<file path="config.mk">
export PLATFORM = sky130hd
export DESIGN_NAME = delay_search_ser_flat
export DESIGN_NICKNAME = d
export VERILOG_FILES = /design/src/rtl/ser_pkg.sv /design/src/rtl/delay_search_ser_if.sv /design/src/rtl/ser_window_counter.sv /design/src/rtl/delay_search_ser.sv /design/src/flat_wrapper.sv
export SDC_FILE = /design/constraint.sdc
export NUM_CORES = 1
export LEC_CHECK = 0
export ABC_AREA = 0
export CORE_MARGIN = 1.5
export CORE_UTILIZATION = 55
export DETAILED_ROUTE_END_ITERATION = 6
export PLACE_DENSITY = 0.82
export RECOVER_POWER = 50
export SETUP_SLACK_MARGIN = 0.3
export SYNTH_ARGS = -nofsm -noshare
export SYNTH_HDL_FRONTEND = slang
export SYNTH_SLANG_ARGS = --single-unit
</file>
<file path="constraint.sdc">
create_clock -name sys_clk -period 4.3 [get_ports sys_clk]
set_input_delay 0.645 -clock sys_clk [delete_from_list [all_inputs] [get_ports sys_clk]]
set_output_delay 0.645 -clock sys_clk [all_outputs]
set_load 0.005 [all_outputs]
</file>
<file path="src/rtl/ser_pkg.sv">
// ser_pkg: shared types and constants for the delay_search_ser block.
//   ser_state_e     - sweep/lock controller states
//   DELAY_W         - width of the delay_chain select
//   NUM_DELAYS      - number of delay settings swept
//   ERR_INIT_ONES   - all-ones seed for best_err_count (truncate to CNT_W)
package ser_pkg;

    typedef enum logic [1:0] {IDLE, SETTLE, MEASURE, EVAL} ser_state_e;

    localparam int unsigned DELAY_W    = 4;
    localparam int unsigned NUM_DELAYS = 16;

    localparam logic [31:0] ERR_INIT_ONES = '1;

endpackage

</file>
<file path="src/rtl/delay_search_ser_if.sv">
// delay_search_ser_if: bundles the symbol inputs, control and status of delay_search_ser.
//   slave  - the delay search block (consumes symbols/start, drives delay and status)
//   master - the upstream/controlling side
interface delay_search_ser_if
    import ser_pkg::*;
#(
    parameter int unsigned CNT_W = 11
) ();

    logic               sym_clk_ena;
    logic               start;
    logic               sym_correct;
    logic               sym_error;
    logic [DELAY_W-1:0] delay_chain;
    logic               busy;
    logic               locked;
    logic [DELAY_W-1:0] best_delay;
    logic [CNT_W-1:0]   best_err_count;
    logic [CNT_W-1:0]   err_count;
    logic [CNT_W-1:0]   sym_count;
    logic               window_done;
    ser_state_e         state;

    modport slave (
        input  sym_clk_ena, start, sym_correct, sym_error,
        output delay_chain, busy, locked, best_delay, best_err_count,
               err_count, sym_count, window_done, state
    );

    modport master (
        output sym_clk_ena, start, sym_correct, sym_error,
        input  delay_chain, busy, locked, best_delay, best_err_count,
               err_count, sym_count, window_done, state
    );

endinterface

</file>
<file path="src/rtl/ser_window_counter.sv">
// ser_window_counter: shared symbol/error counter.
//   sys_clk, reset   - clock, async active-high reset
//   clr_i            - synchronous clear (wins over en_i)
//   en_i             - count one tick/symbol this cycle
//   err_i            - current symbol is an error (ignored in settle mode)
//   settle_mode_i    - 1: count settle ticks up to SETTLE_LEN, 0: window up to WINDOW_LEN
//   sym_next_o       - symbol count including this cycle's increment
//   err_next_o       - error count including this cycle's increment
//   tc_o             - this cycle's increment reaches the terminal count
module ser_window_counter #(
    parameter int unsigned WINDOW_LEN = 1024,
    parameter int unsigned SETTLE_LEN = 32,
    parameter int unsigned CNT_W      = 11
) (
    input  logic             sys_clk,
    input  logic             reset,
    input  logic             clr_i,
    input  logic             en_i,
    input  logic             err_i,
    input  logic             settle_mode_i,
    output logic [CNT_W-1:0] sym_next_o,
    output logic [CNT_W-1:0] err_next_o,
    output logic             tc_o
);

    localparam logic [CNT_W-1:0] WindowLast = CNT_W'(WINDOW_LEN - 1);
    localparam logic [CNT_W-1:0] SettleLast = CNT_W'(SETTLE_LEN - 1);

    logic [CNT_W-1:0] sym_cnt_q, sym_cnt_d;
    logic [CNT_W-1:0] err_cnt_q, err_cnt_d;
    logic [CNT_W-1:0] last_val;

    always_comb begin
        last_val   = settle_mode_i ? SettleLast : WindowLast;
        tc_o       = en_i && (sym_cnt_q == last_val);
        sym_next_o = en_i ? sym_cnt_q + 1'b1 : sym_cnt_q;
        err_next_o = (en_i && err_i && !settle_mode_i) ? err_cnt_q + 1'b1 : err_cnt_q;
        sym_cnt_d  = clr_i ? '0 : sym_next_o;
        err_cnt_d  = clr_i ? '0 : err_next_o;
    end

    always_ff @(posedge sys_clk or posedge reset) begin
        if (reset) begin
            sym_cnt_q <= '0;
            err_cnt_q <= '0;
        end else begin
            sym_cnt_q <= sym_cnt_d;
            err_cnt_q <= err_cnt_d;
        end
    end

endmodule

</file>
<file path="src/rtl/delay_search_ser.sv">
// delay_search_ser: sweeps all delay_chain settings of symbol_comparison, measures symbol
// errors over a fixed window at each, locks on the delay with fewest errors (lowest delay
// wins ties) and then keeps reporting the per-window error count.
//   sys_clk, reset - only clock, async active-high reset back to IDLE
//   bus_io (slave) - sym_clk_ena/start/sym_correct/sym_error in; delay_chain, busy, locked,
//                    best_delay, best_err_count, err_count, sym_count, window_done, state out
module delay_search_ser
    import ser_pkg::*;
#(
    parameter int unsigned WINDOW_LEN = 1024,
    parameter int unsigned SETTLE_LEN = 32,
    parameter int unsigned CNT_W      = 11
) (
    input  logic                   sys_clk,
    input  logic                   reset,
    delay_search_ser_if.slave      bus_io
);

    localparam logic [CNT_W-1:0]   BestErrInit = CNT_W'(ERR_INIT_ONES);
    localparam logic [DELAY_W-1:0] LastDelay   = DELAY_W'(NUM_DELAYS - 1);

    ser_state_e         state_q;
    logic [DELAY_W-1:0] delay_chain_q;
    logic               busy_q;
    logic               locked_q;
    logic [DELAY_W-1:0] best_delay_q;
    logic [CNT_W-1:0]   best_err_count_q;
    logic [CNT_W-1:0]   err_count_q;
    logic [CNT_W-1:0]   sym_count_q;
    logic               window_done_q;

    logic               cnt_clr;
    logic               cnt_en;
    logic               settle_mode;
    logic [CNT_W-1:0]   sym_next;
    logic [CNT_W-1:0]   err_next;
    logic               cnt_tc;
    logic               better;

    // One counter serves both phases: settle ticks in SETTLE, symbols/errors in MEASURE.
    always_comb begin
        cnt_clr     = 1'b1;
        cnt_en      = 1'b0;
        settle_mode = 1'b0;
        case (state_q)
            SETTLE: begin
                cnt_clr     = 1'b0;
                cnt_en      = bus_io.sym_clk_ena;
                settle_mode = 1'b1;
            end
            MEASURE: begin
                cnt_clr = 1'b0;
                cnt_en  = bus_io.sym_clk_ena & (bus_io.sym_correct | bus_io.sym_error);
            end
            default: ;
        endcase
        // Leaving SETTLE starts the window from zero.
        if (state_q == SETTLE && cnt_tc) begin
            cnt_clr = 1'b1;
        end
        // A restart throws away any partial count.
        if (bus_io.start) begin
            cnt_clr = 1'b1;
            cnt_en  = 1'b0;
        end
    end

    ser_window_counter #(
        .WINDOW_LEN (WINDOW_LEN),
        .SETTLE_LEN (SETTLE_LEN),
        .CNT_W      (CNT_W)
    ) u_counter (
        .sys_clk       (sys_clk),
        .reset         (reset),
        .clr_i         (cnt_clr),
        .en_i          (cnt_en),
        .err_i         (bus_io.sym_error),
        .settle_mode_i (settle_mode),
        .sym_next_o    (sym_next),
        .err_next_o    (err_next),
        .tc_o          (cnt_tc)
    );

    // err_count_q already holds the window just finished while in EVAL.
    assign better = (err_count_q < best_err_count_q);

    always_ff @(posedge sys_clk or posedge reset) begin
        if (reset) begin
            state_q          <= IDLE;
            delay_chain_q    <= '0;
            busy_q           <= 1'b0;
            locked_q         <= 1'b0;
            best_delay_q     <= '0;
            best_err_count_q <= BestErrInit;
            err_count_q      <= '0;
            sym_count_q      <= '0;
            window_done_q    <= 1'b0;
        end else begin
            window_done_q <= 1'b0;
            if (bus_io.start) begin
                state_q          <= SETTLE;
                delay_chain_q    <= '0;
                busy_q           <= 1'b1;
                locked_q         <= 1'b0;
                best_delay_q     <= '0;
                best_err_count_q <= BestErrInit;
            end else begin
                case (state_q)
                    IDLE: ;
                    SETTLE: begin
                        if (cnt_tc) begin
                            state_q <= MEASURE;
                        end
                    end
                    MEASURE: begin
                        if (cnt_tc) begin
                            err_count_q   <= err_next;
                            sym_count_q   <= sym_next;
                            window_done_q <= 1'b1;
                            state_q       <= EVAL;
                        end
                    end
                    EVAL: begin
                        if (locked_q) begin
                            state_q <= MEASURE;
                        end else begin
                            if (better) begin
                                best_err_count_q <= err_count_q;
                                best_delay_q     <= delay_chain_q;
                            end
                            if (delay_chain_q != LastDelay) begin
                                delay_chain_q <= delay_chain_q + 4'd1;
                            end else begin
                                // Last delay may itself be the new best.
                                delay_chain_q <= better ? delay_chain_q : best_delay_q;
                                locked_q      <= 1'b1;
                            end
                            state_q <= SETTLE;
                        end
                    end
                    default: state_q <= IDLE;
                endcase
            end
        end
    end

    assign bus_io.delay_chain    = delay_chain_q;
    assign bus_io.busy           = busy_q;
    assign bus_io.locked         = locked_q;
    assign bus_io.best_delay     = best_delay_q;
    assign bus_io.best_err_count = best_err_count_q;
    assign bus_io.err_count      = err_count_q;
    assign bus_io.sym_count      = sym_count_q;
    assign bus_io.window_done    = window_done_q;
    assign bus_io.state          = state_q;

endmodule

</file>
<file path="src/flat_wrapper.sv">
// flat-port wrapper written by rule: the top's interface ports become plain ports
module delay_search_ser_flat import ser_pkg::*;
#(
    parameter int unsigned WINDOW_LEN = 1024,
    parameter int unsigned SETTLE_LEN = 32,
    parameter int unsigned CNT_W      = 11
)
  (sys_clk, reset, bus_io_sym_clk_ena, bus_io_start, bus_io_sym_correct, bus_io_sym_error, bus_io_delay_chain, bus_io_busy, bus_io_locked, bus_io_best_delay, bus_io_best_err_count, bus_io_err_count, bus_io_sym_count, bus_io_window_done, bus_io_state);
  delay_search_ser_if #(.CNT_W(CNT_W)) bus_io_i ();
  input  logic sys_clk;
  input  logic reset;
  input wire logic [$bits(bus_io_i.sym_clk_ena)-1:0] bus_io_sym_clk_ena;
  input wire logic [$bits(bus_io_i.start)-1:0] bus_io_start;
  input wire logic [$bits(bus_io_i.sym_correct)-1:0] bus_io_sym_correct;
  input wire logic [$bits(bus_io_i.sym_error)-1:0] bus_io_sym_error;
  output wire logic [$bits(bus_io_i.delay_chain)-1:0] bus_io_delay_chain;
  output wire logic [$bits(bus_io_i.busy)-1:0] bus_io_busy;
  output wire logic [$bits(bus_io_i.locked)-1:0] bus_io_locked;
  output wire logic [$bits(bus_io_i.best_delay)-1:0] bus_io_best_delay;
  output wire logic [$bits(bus_io_i.best_err_count)-1:0] bus_io_best_err_count;
  output wire logic [$bits(bus_io_i.err_count)-1:0] bus_io_err_count;
  output wire logic [$bits(bus_io_i.sym_count)-1:0] bus_io_sym_count;
  output wire logic [$bits(bus_io_i.window_done)-1:0] bus_io_window_done;
  output wire logic [$bits(bus_io_i.state)-1:0] bus_io_state;
  assign bus_io_i.sym_clk_ena = bus_io_sym_clk_ena;
  assign bus_io_i.start = bus_io_start;
  assign bus_io_i.sym_correct = bus_io_sym_correct;
  assign bus_io_i.sym_error = bus_io_sym_error;
  assign bus_io_delay_chain = bus_io_i.delay_chain;
  assign bus_io_busy = bus_io_i.busy;
  assign bus_io_locked = bus_io_i.locked;
  assign bus_io_best_delay = bus_io_i.best_delay;
  assign bus_io_best_err_count = bus_io_i.best_err_count;
  assign bus_io_err_count = bus_io_i.err_count;
  assign bus_io_sym_count = bus_io_i.sym_count;
  assign bus_io_window_done = bus_io_i.window_done;
  assign bus_io_state = bus_io_i.state;
  delay_search_ser #(.WINDOW_LEN(WINDOW_LEN), .SETTLE_LEN(SETTLE_LEN), .CNT_W(CNT_W)) u_core (.sys_clk(sys_clk), .reset(reset), .bus_io(bus_io_i));
endmodule
</file>
# Word-level counts from Yosys, hierarchy flattened
# Index checks and enable logic that the tools add are counted.
# Widths: inputs -> output; s select.
[word_totals] output_inout_bits=46 ff_bits=68 elab_cells=74
[classes] n_lt_le_gt_ge=1 n_bitwise=3 n_reduce_logical=13 n_mux=35 n_addsub=3 n_eq_ne=8
[op_table] operator="$mux 11" count=8
[op_table] operator="$mux 4" count=8
[op_table] operator="$add 11x1->11 const B" count=2
[op_table] operator="$mux 1" count=12
[op_table] operator="$eq 11x11->1" count=1
[op_table] operator="$lt 11x11->1" count=1
[op_table] operator="$mux 10" count=1
[op_table] operator="$reduce_and 3->1" count=3
[op_table] operator="$mux 2" count=4
[op_table] operator="$ne 3x2->1 const B" count=2
[op_table] operator="$pmux 2 s3" count=1
[op_table] operator="$add 4x1->4 const B" count=1
[op_table] operator="$eq 2x2->1 const B" count=2
[op_table] operator="$logic_and 1x1->1" count=4
[op_table] operator="$ne 4x4->1 const B" count=1
[op_table] operator="$reduce_bool 2->1" count=2
[op_table] operator="$reduce_bool 4->1" count=1
[op_table] operator="$eq 2x1->1 const B" count=1
[op_table] operator="$ne 2x2->1 const B" count=1
[op_table] operator="$pmux 1 s2" count=1
[op_table] operator="$reduce_and 2->1" count=1
[op_table] operator="$reduce_or 2->1" count=1
[op_table] operator="$and 1x1->1" count=1
[op_table] operator="$logic_not 1->1" count=1
[op_table] operator="2 further kinds" count=2

# Depth between registers and ports, before layout
# Gate-level depths: netlist (run 1).
[logic_depth] ltp_word=9 ltp_mapped=8 ltp_nobuf=7

# Hierarchy
# A second synthesis (run 1) with hierarchy kept.
[unflattened] cells_unflattened=387 hier_area_um2=3662.3
[modules_own_cells] mod="delay_search_ser" cells_per_inst=254 area_each_um2=2361.0 seq_area_each_um2=1164.9 instances=1
[modules_own_cells] mod="ser_window_counter" cells_per_inst=133 area_each_um2=1301.2 seq_area_each_um2=550.5 instances=1

# Least setup slack after synthesis (run 1)
# OpenSTA, ideal clock, no wires.
[synth_timing] kind="reg2reg" start="register u_core.best_err_count_q[9] (netlist: u_core.bus_io.best_err_count[9])" end="register u_core.best_err_count_q[0] (netlist: u_core.bus_io.best_err_count[0])" period_less_slack_ps=2272 setup_slack_ps=2028 n_path_buf=1 setup_ps=75 arrival_time_ps=2197 path_stages_with_launch=9 path_cell_list="dfstp_2 -> inv_1 -> ha_1 -> a21o_1 -> a211oi_1 -> nand3_1 -> o22ai_2 -> buf_2 -> mux2i_1"
[synth_between] elab_chain_cells=3
[synth_lines] element="from (decl)" line_no="delay_search_ser.sv:27" text="logic [CNT_W-1:0] best_err_count_q;"
[synth_lines] element="from (signal assigned)" line_no="delay_search_ser.sv:94" text="best_err_count_q <= BestErrInit;"
[synth_lines] element="from (signal assigned)" line_no="delay_search_ser.sv:106" text="best_err_count_q <= BestErrInit;"
[synth_lines] element="from (signal assigned)" line_no="delay_search_ser.sv:128" text="best_err_count_q <= err_count_q;"
[synth_lines] element="$lt 11x11->1" line_no="delay_search_ser.sv:85" text="assign better = (err_count_q < best_err_count_q);"
[synth_lines] element="$reduce_bool 2->1 (no source line)"
[synth_lines] element="$reduce_and 3->1 (no source line)"
# No other way between the ends.
# A chain may end at the register's enable or synchronous reset.

# Final worst setup path (run 1)
[layout_timing] start="register u_core.best_err_count_q[9] (netlist: u_core.bus_io.best_err_count[9])" end="register u_core.best_err_count_q[1] (netlist: u_core.bus_io.best_err_count[1])"
# Same word-level chain as after synthesis.

==> metrics.csv, run 1 <==
stage,metric,value,unit
outcome,status,finished with violations,
yosys,yosys_most_used_dff,dfrtp_1,
floorplan,row_count,29,
yosys,synth.distinct_cells,48,
detailed_routing,routed_wl,7650,microns
pwr,powerDensity,431,nW/um^2
placement,port_buffers,51,
yosys,yosysWarnings,0,
sta,setup_viol,0,
global_routing,grt_pass1_wl,13100,microns
yosys,synthArstFlopShare,100,%
yosys,synth_edf_count,0,
yosys,synth_nets,383,
detailed_routing,wl_met1,3450,microns
sta,fin_tns_setup,0,ns
floorplan,io_pins,52,
pwr,peakVddDrop,0.000367,V
clocking,cts_max_level,3,
sta,skew,0.00655,ns
setup_path,required,4.56,ns
floorplan,fp.dieW,83.5,microns
detailed_routing,postRouteAntennaNets,0,
sta,fin_crit_sh,63.1,%
yosys,postSynthCellCount,361,
detailed_routing,wire_per_inst,15.5,microns
pwr,p_leak,2.02,nW
setup_path,endpoint_kind,register,
outcome,violations,"max-capacitance violations, max-slew violations",
pwr,p_total,0.00184,W
finish,antennaDiodeCount,0,
detailed_routing,drt_iter0_drc,147,
sta,rsz0062_at_grt,no,
detailed_routing,route.met2.wl,3690,microns
yosys,syn-mean-instance-area,9.86,sq um
global_routing,track_usage,23.6,%
detailed_routing,drcViolationCount,0,
finish,area_delta_synth_final,19.6,%
clocking,clkLatencyLatePin,0.34,ns
sta,min_period,2.71,ns
detailed_routing,top_layer,met4,
detailed_routing,dr_wl_met3,343,microns
sta,max_slew_margin,-2.45,%
finish,nets,435,
detailed_routing,dr.pass1.iters,4,
yosys,synth-seq-cells,68,
yosys,ys_seq_area_share,48.2,%
run,max_cap_violations,1,
clocking,hold_buffers,0,
global_routing,antenna_found_initial,0,
sta,fin_ws,1.59,ns
global_routing,overflow,0,
placement,dp_hpwl,5320,microns
global_routing,grt_pass1_vias,2734,
global_routing,grt_max_degree,41,
detailed_routing,viasPerCell,5.62,
hold_path,hp-class,register to register,
clocking,root_buffer,clkbuf_8,
placement,place.gp.congestion,0.877,
setup_path,setup.worst_path.class,register to register,
clocking,post-cts-setup-buffers,0,
sta,tightest_slew,1.54,ns
clocking,cts.sinks,68,
sta,fmax,0.369,GHz
clocking,post_cts_resized,0,
finish,layout-drive-gt1-share,12.0,%
floorplan,die_y,83.5,microns
clocking,clkTransAtPathRegs,0.07,ns
floorplan,core,6310,sq um
setup_path,cp_data_arrival_time,2.97,ns
sta,hold_viol,0,
clocking,cts_buffer_depth,2,
placement,pre_cts_ws,1.46,ns
clocking,cts_made_buffers,9,
floorplan,die-area,6960,sq um
placement,placed_area,4100,sq um
yosys,synth_area,3560,sq um
setup_path,start_kind,register,
floorplan,start_util,56.4,%
detailed_routing,vias,2771,
sta,drv_slew,41,
setup_path,worst-path-max-fanout,15,
finish,finalInstanceArea,4260,sq um
clocking,cts_tree,built,
==> through the flow <==
stage                     std cells  util, %  hold slack, ns
after CTS                       493     67.5           0.487
after global routing            493     67.5           0.494
after global placement          479     65.0           0.478
final                           493     67.5           0.476
after floorplan                 361        -           0.462
after detailed placement        479     65.0           0.467
==> per-layer routing <==
layer | track usage, % | vias up
li1 | - | 1339
met1 | 30.7 | 1330
met2 | 37.8 | 87
met3 | 4.25 | 15
met4 | 12.4 | 0
met5 | 0 | -
==> power breakdown <==
part / switching, W / internal, W
Sequential: 0.0000696 / 0.000746
Clock: 0.000241 / 0.000199
Combinational: 0.000299 / 0.000282
==> critical path, cell delays in order (launching register included) <==
cell and delay, ns:
dfstp_2 0.55, inv_1 0.05, ha_1 0.28, a21o_1 0.19, a211oi_1 0.28, nand3_1 0.16
o22ai_2 0.83, mux2i_1 0.30
==> sequential cells by signal (all words and copies together) (netlist names) <==
register	count
u_core.bus_io.best_err_count	11
u_core.bus_io.best_delay	4
u_core.u_counter.err_cnt_q	11
u_core.bus_io.window_done	1
u_core.bus_io.state	2
u_core.bus_io.sym_count	11
u_core.bus_io.delay_chain	4
u_core.bus_io.err_count	11
u_core.bus_io.busy	1
u_core.u_counter.sym_cnt_q	11
u_core.bus_io.locked	1
==> cell families after synthesis <==
| family | share of synthesized area [%] |
|---|---|
| buffers and inverters | 4.29 |
| muxes | 5.38 |
| AOI/OAI and AO/OA | 11.2 |
| xor gates and xnor gates | 4.92 |
| adders and majority gates | 5.62 |
| DFF | 48.2 |
| and+or+nand+nor | 20.4 |
==> placed cells by master (no fill, tap or decap), drive strengths merged, types with 2 or more instances in the layout <==
| master | instances |
|---|---|
| a211oi | 5 |
| a21o | 6 |
| a21oi | 24 |
| and3 | 9 |
| buf | 4 |
| clkbuf | 9 |
| clkdlybuf4s50 | 29 |
| clkinv | 3 |
| clkinvlp | 3 |
| dfrtp | 57 |
| dfstp | 11 |
| dlygate4sd3 | 22 |
| ha | 16 |
| inv | 15 |
| mux2i | 18 |
| nand2 | 26 |
| nand2b | 6 |
| nand3 | 17 |
| nand4 | 3 |
| nor2 | 71 |
| nor2b | 6 |
| nor3 | 6 |
| nor4 | 2 |
| nor4b | 2 |
| o21ai | 4 |
| o22ai | 2 |
| or2 | 3 |
| xnor2 | 5 |
| xor2 | 15 |
==> cell usage after synthesis (2+ instances only) <==
| cell | count | share of area, % |
|---|---|---|
| nor2_1 | 71 | 7.5 |
| dfrtp_1 | 57 | 40 |
| nand2_1 | 25 | 2.6 |
| mux2i_1 | 18 | 5.1 |
| nand3_1 | 17 | 2.4 |
| ha_1 | 16 | 5.6 |
| inv_1 | 15 | 1.6 |
| xor2_1 | 15 | 3.7 |
| a21oi_1 | 12 | 1.7 |
| a21oi_2 | 12 | 3.0 |
| dfstp_2 | 11 | 8.1 |
| and3_1 | 9 | 1.6 |
| clkbuf_1 | 9 | 0.95 |
| a21o_1 | 6 | 1.3 |
| nand2b_1 | 6 | 1.1 |
| nor2b_1 | 6 | 1.1 |
| nor3_1 | 6 | 0.84 |
| a211oi_1 | 5 | 1.1 |
| xnor2_1 | 5 | 1.2 |
| o21ai_0 | 4 | 0.56 |
| buf_6 | 3 | 0.95 |
| nand4_1 | 3 | 0.53 |
| or2_2 | 3 | 0.53 |
| nor4_1 | 2 | 0.35 |
| nor4b_1 | 2 | 0.49 |
==> final timing paths <==
kind	endpoint	from	slack [ns]	depth (start not counted)
worst max-delay path	u_core.bus_io.best_err_count[1]	u_core.bus_io.best_err_count[9]	1.59	7
worst min-delay path	u_core.bus_io.busy	u_core.bus_io.busy	0.48	1
worst max register to register	u_core.bus_io.best_err_count[1]	u_core.bus_io.best_err_count[9]	1.59	7
worst min register to register	u_core.bus_io.busy	u_core.bus_io.busy	0.48	1
max in group asynchronous	u_core.bus_io.best_err_count[8]	reset	1.95	3
min in group asynchronous	u_core.bus_io.delay_chain[0]	reset	1.20	2
==> cell type report <==
cell class	count	area [sq um]
Clock buffer	9	124
Clock inverter	5	31.3
Fill cell	505	2050
Inverter	16	60.1
Multi-Input combinational cell	263	1690
Sequential cell	68	1720
Tap cell	77	96.3
Timing Repair Buffer	55	541
Note: power is estimated with default switching activity, not from simulation.
==> inputs of run 2 (changes only) <==
Settings changed: CORE_UTILIZATION 55 to 49, PLACE_DENSITY 0.82 to 0.77.
Clock period 4.3 ns to 2.35 ns, I/O delays scaled along.
==> metrics.csv, run 2 (synthesis gave the netlist of run 1 again) <==
stage,metric,value,unit,change
placement,place.gp.congestion,0.850,,was 0.877
finish,fillers,501,,was 505
setup_path,setup.worst_path.class,register to register,,unchanged
detailed_routing,viasPerCell,5.54,,was 5.62
setup_path,max_stage_delay,0.56,ns,was 0.83 ns
global_routing,grt_pass1_vias,2883,,was 2734
floorplan,core,6910,sq um,was 6310 sq um
finish,finalInstanceArea,4900,sq um,was 4260 sq um
floorplan,fp.dieW,88.2,microns,was 83.5 microns
setup_path,path_cells,"inv_2, ha_4, a21o_1, a211oi_2, nand3_2, o22ai_4, buf_12, mux2i_4",,"was inv_1, ha_1, a21o_1, a211oi_1, nand3_1, o22ai_2, mux2i_1"
placement,pre_cts_ws,0.115,ns,was 1.46 ns
detailed_routing,wire_per_inst,16.5,microns,was 15.5 microns
floorplan,start_util,51.5,%,was 56.4%
global_routing,track_usage,23.1,%,was 23.6%
detailed_routing,routed_wl,8920,microns,was 7650 microns
detailed_routing,drcViolationCount,0,,unchanged
sta,fin_ws,0.261,ns,was 1.59 ns
setup_path,cp_top_family,compound AO/OA/AOI/OAI gates,,unchanged
outcome,status,finished clean,,was finished with violations
sta,fin_crit_sh,88.9,%,was 63.1%
hold_path,hp-class,register to register,,unchanged
finish,layout-drive-gt1-share,26.4,%,was 12.0%
global_routing,grt_max_degree,69,,was 41
sta,drv_slew,0,,was 41
setup_path,required,2.62,ns,was 4.56 ns
finish,nets,460,,was 435
finish,multi_input_area,1950,sq um,was 1690 sq um
run,max_cap_violations,0,,was 1
setup_path,cp_data_arrival_time,2.36,ns,was 2.97 ns
clocking,clkLatencyLatePin,0.35,ns,was 0.34 ns
floorplan,io_pins,52,,unchanged
finish,register_area,1720,sq um,about the same
pwr,peakVddDrop,0.000366,V,was 0.000367 V
finish,antennaDiodeCount,0,,unchanged
sta,fmax,0.479,GHz,was 0.369 GHz
detailed_routing,vias,2984,,was 2771
floorplan,die_y,88.2,microns,was 83.5 microns
finish,layout_common_cells,"nor2_1, dfrtp_1, clkdlybuf4s50_1",,unchanged
sta,fin_tns_setup,0,ns,unchanged
global_routing,overflow,0,,unchanged
sta,skew,0.00705,ns,was 0.00655 ns
clocking,cts_tree,built,,unchanged
global_routing,grt_pass1_wl,13700,microns,was 13100 microns
placement,placed_area,4300,sq um,was 4100 sq um
floorplan,row_count,30,,was 29
finish,final_cells,539,,was 493
detailed_routing,postRouteAntennaNets,0,,unchanged
placement,dp_hpwl,5660,microns,was 5320 microns
detailed_routing,dr.pass1.iters,4,,unchanged
clocking,cts_max_level,3,,unchanged
clocking,cts.sinks,68,,unchanged
sta,fin_hold_ws,0.472,ns,was 0.476 ns
sta,setup_viol,0,,unchanged
setup_path,worst-path-max-fanout,6,,was 15
clocking,clkTransAtPathRegs,0.08,ns,was 0.07 ns
pwr,p_leak,2.25,nW,was 2.02 nW
setup_path,crit_slowest_cell,dfstp_2,,was o22ai_2
sta,hold_viol,0,,unchanged
placement,port_buffers,51,,unchanged
detailed_routing,drt_iter0_drc,124,,was 147
clocking,cts_buffer_depth,2,,unchanged
sta,max_slew_margin,73.4,%,was -2.45%
sta,rsz0062_at_grt,yes,,was no
sta,tightest_slew,0.399,ns,was 1.54 ns
sta,min_period,2.09,ns,was 2.71 ns
finish,final_common_cell,nor2_1,,unchanged
floorplan,die-area,7780,sq um,was 6960 sq um
setup_path,start_kind,register,,unchanged
global_routing,antenna_found_initial,0,,unchanged
setup_path,endpoint_kind,register,,unchanged
clocking,root_buffer,clkbuf_8,,unchanged
placement,post-place-cells,513,,was 479
pwr,powerDensity,832,nW/um^2,was 431 nW/um^2
clocking,cts_made_buffers,9,,unchanged
setup_path,critPathBufInv,2,,was 1
finish,area_delta_synth_final,37.8,%,was 19.6%
-- run 2: layer usage --
layer,routed length (microns),track usage [%],vias up
met5,0,0,-
met4,215,11.4,0
met3,385,4.57,20
met2,4300,35.8,93
met1,4010,31.3,1478
li1,-,-,1393
-- run 2: area by class of cell --
type | instances | area share, %
Multi-Input combinational cell | 263 | 39.9
Sequential cell | 68 | 35.0
Timing Repair Buffer | 80 | 17.3
Clock buffer | 12 | 3.16
Tap cell | 96 | 2.45
Inverter | 16 | 1.22
Clock inverter | 4 | 0.970
-- run 2: timing repair --
item,CTS,global route
pin swaps,6,7
endpoints found under the setup margin,40,60
buffers inserted,4,3
hold buffers,0,0
resized for setup,17,40
cloned,1,2
-- run 2: worst register-to-register path: stages, from the launching register on --
cell	delay, ns
dfstp_2	0.56
inv_2	0.05
ha_4	0.21
a21o_1	0.16
a211oi_2	0.26
nand3_2	0.15
o22ai_4	0.22
buf_12	0.18
mux2i_4	0.22
-- run 2: path summary, 6_finish.rpt --
kind	start	to	cells after the start	slack (ns)
worst max-delay path	u_core.bus_io.best_err_count[9]	u_core.bus_io.best_err_count[0]	8	0.26
worst min-delay path	u_core.bus_io.busy	u_core.bus_io.busy	1	0.47
worst max register to register	u_core.bus_io.best_err_count[9]	u_core.bus_io.best_err_count[0]	8	0.26
worst min register to register	u_core.bus_io.busy	u_core.bus_io.busy	1	0.47
max in group asynchronous	reset	u_core.bus_io.best_err_count[2]	3	1.46
min in group asynchronous	reset	u_core.bus_io.sym_count[6]	3	0.53
-- run 2: report_power, final --
group,switching [W],leakage (nW),internal (W),total (W)
registers,0.000119,0.899,0.00137,0.00149
logic,0.000754,1.25,0.000832,0.00159
clock network,0.000462,0.102,0.000545,0.00101
total,0.00134,2.25,0.00274,0.00408
-- run 2: through the flow --
step | power, W | utilization (%)
after floorplan | 0.00220 | -
after global placement | 0.00272 | 62.3
after detailed placement | 0.00276 | 62.3
after CTS | 0.00383 | 67.2
after global routing | 0.00429 | 71.0
final | 0.00408 | 71.0
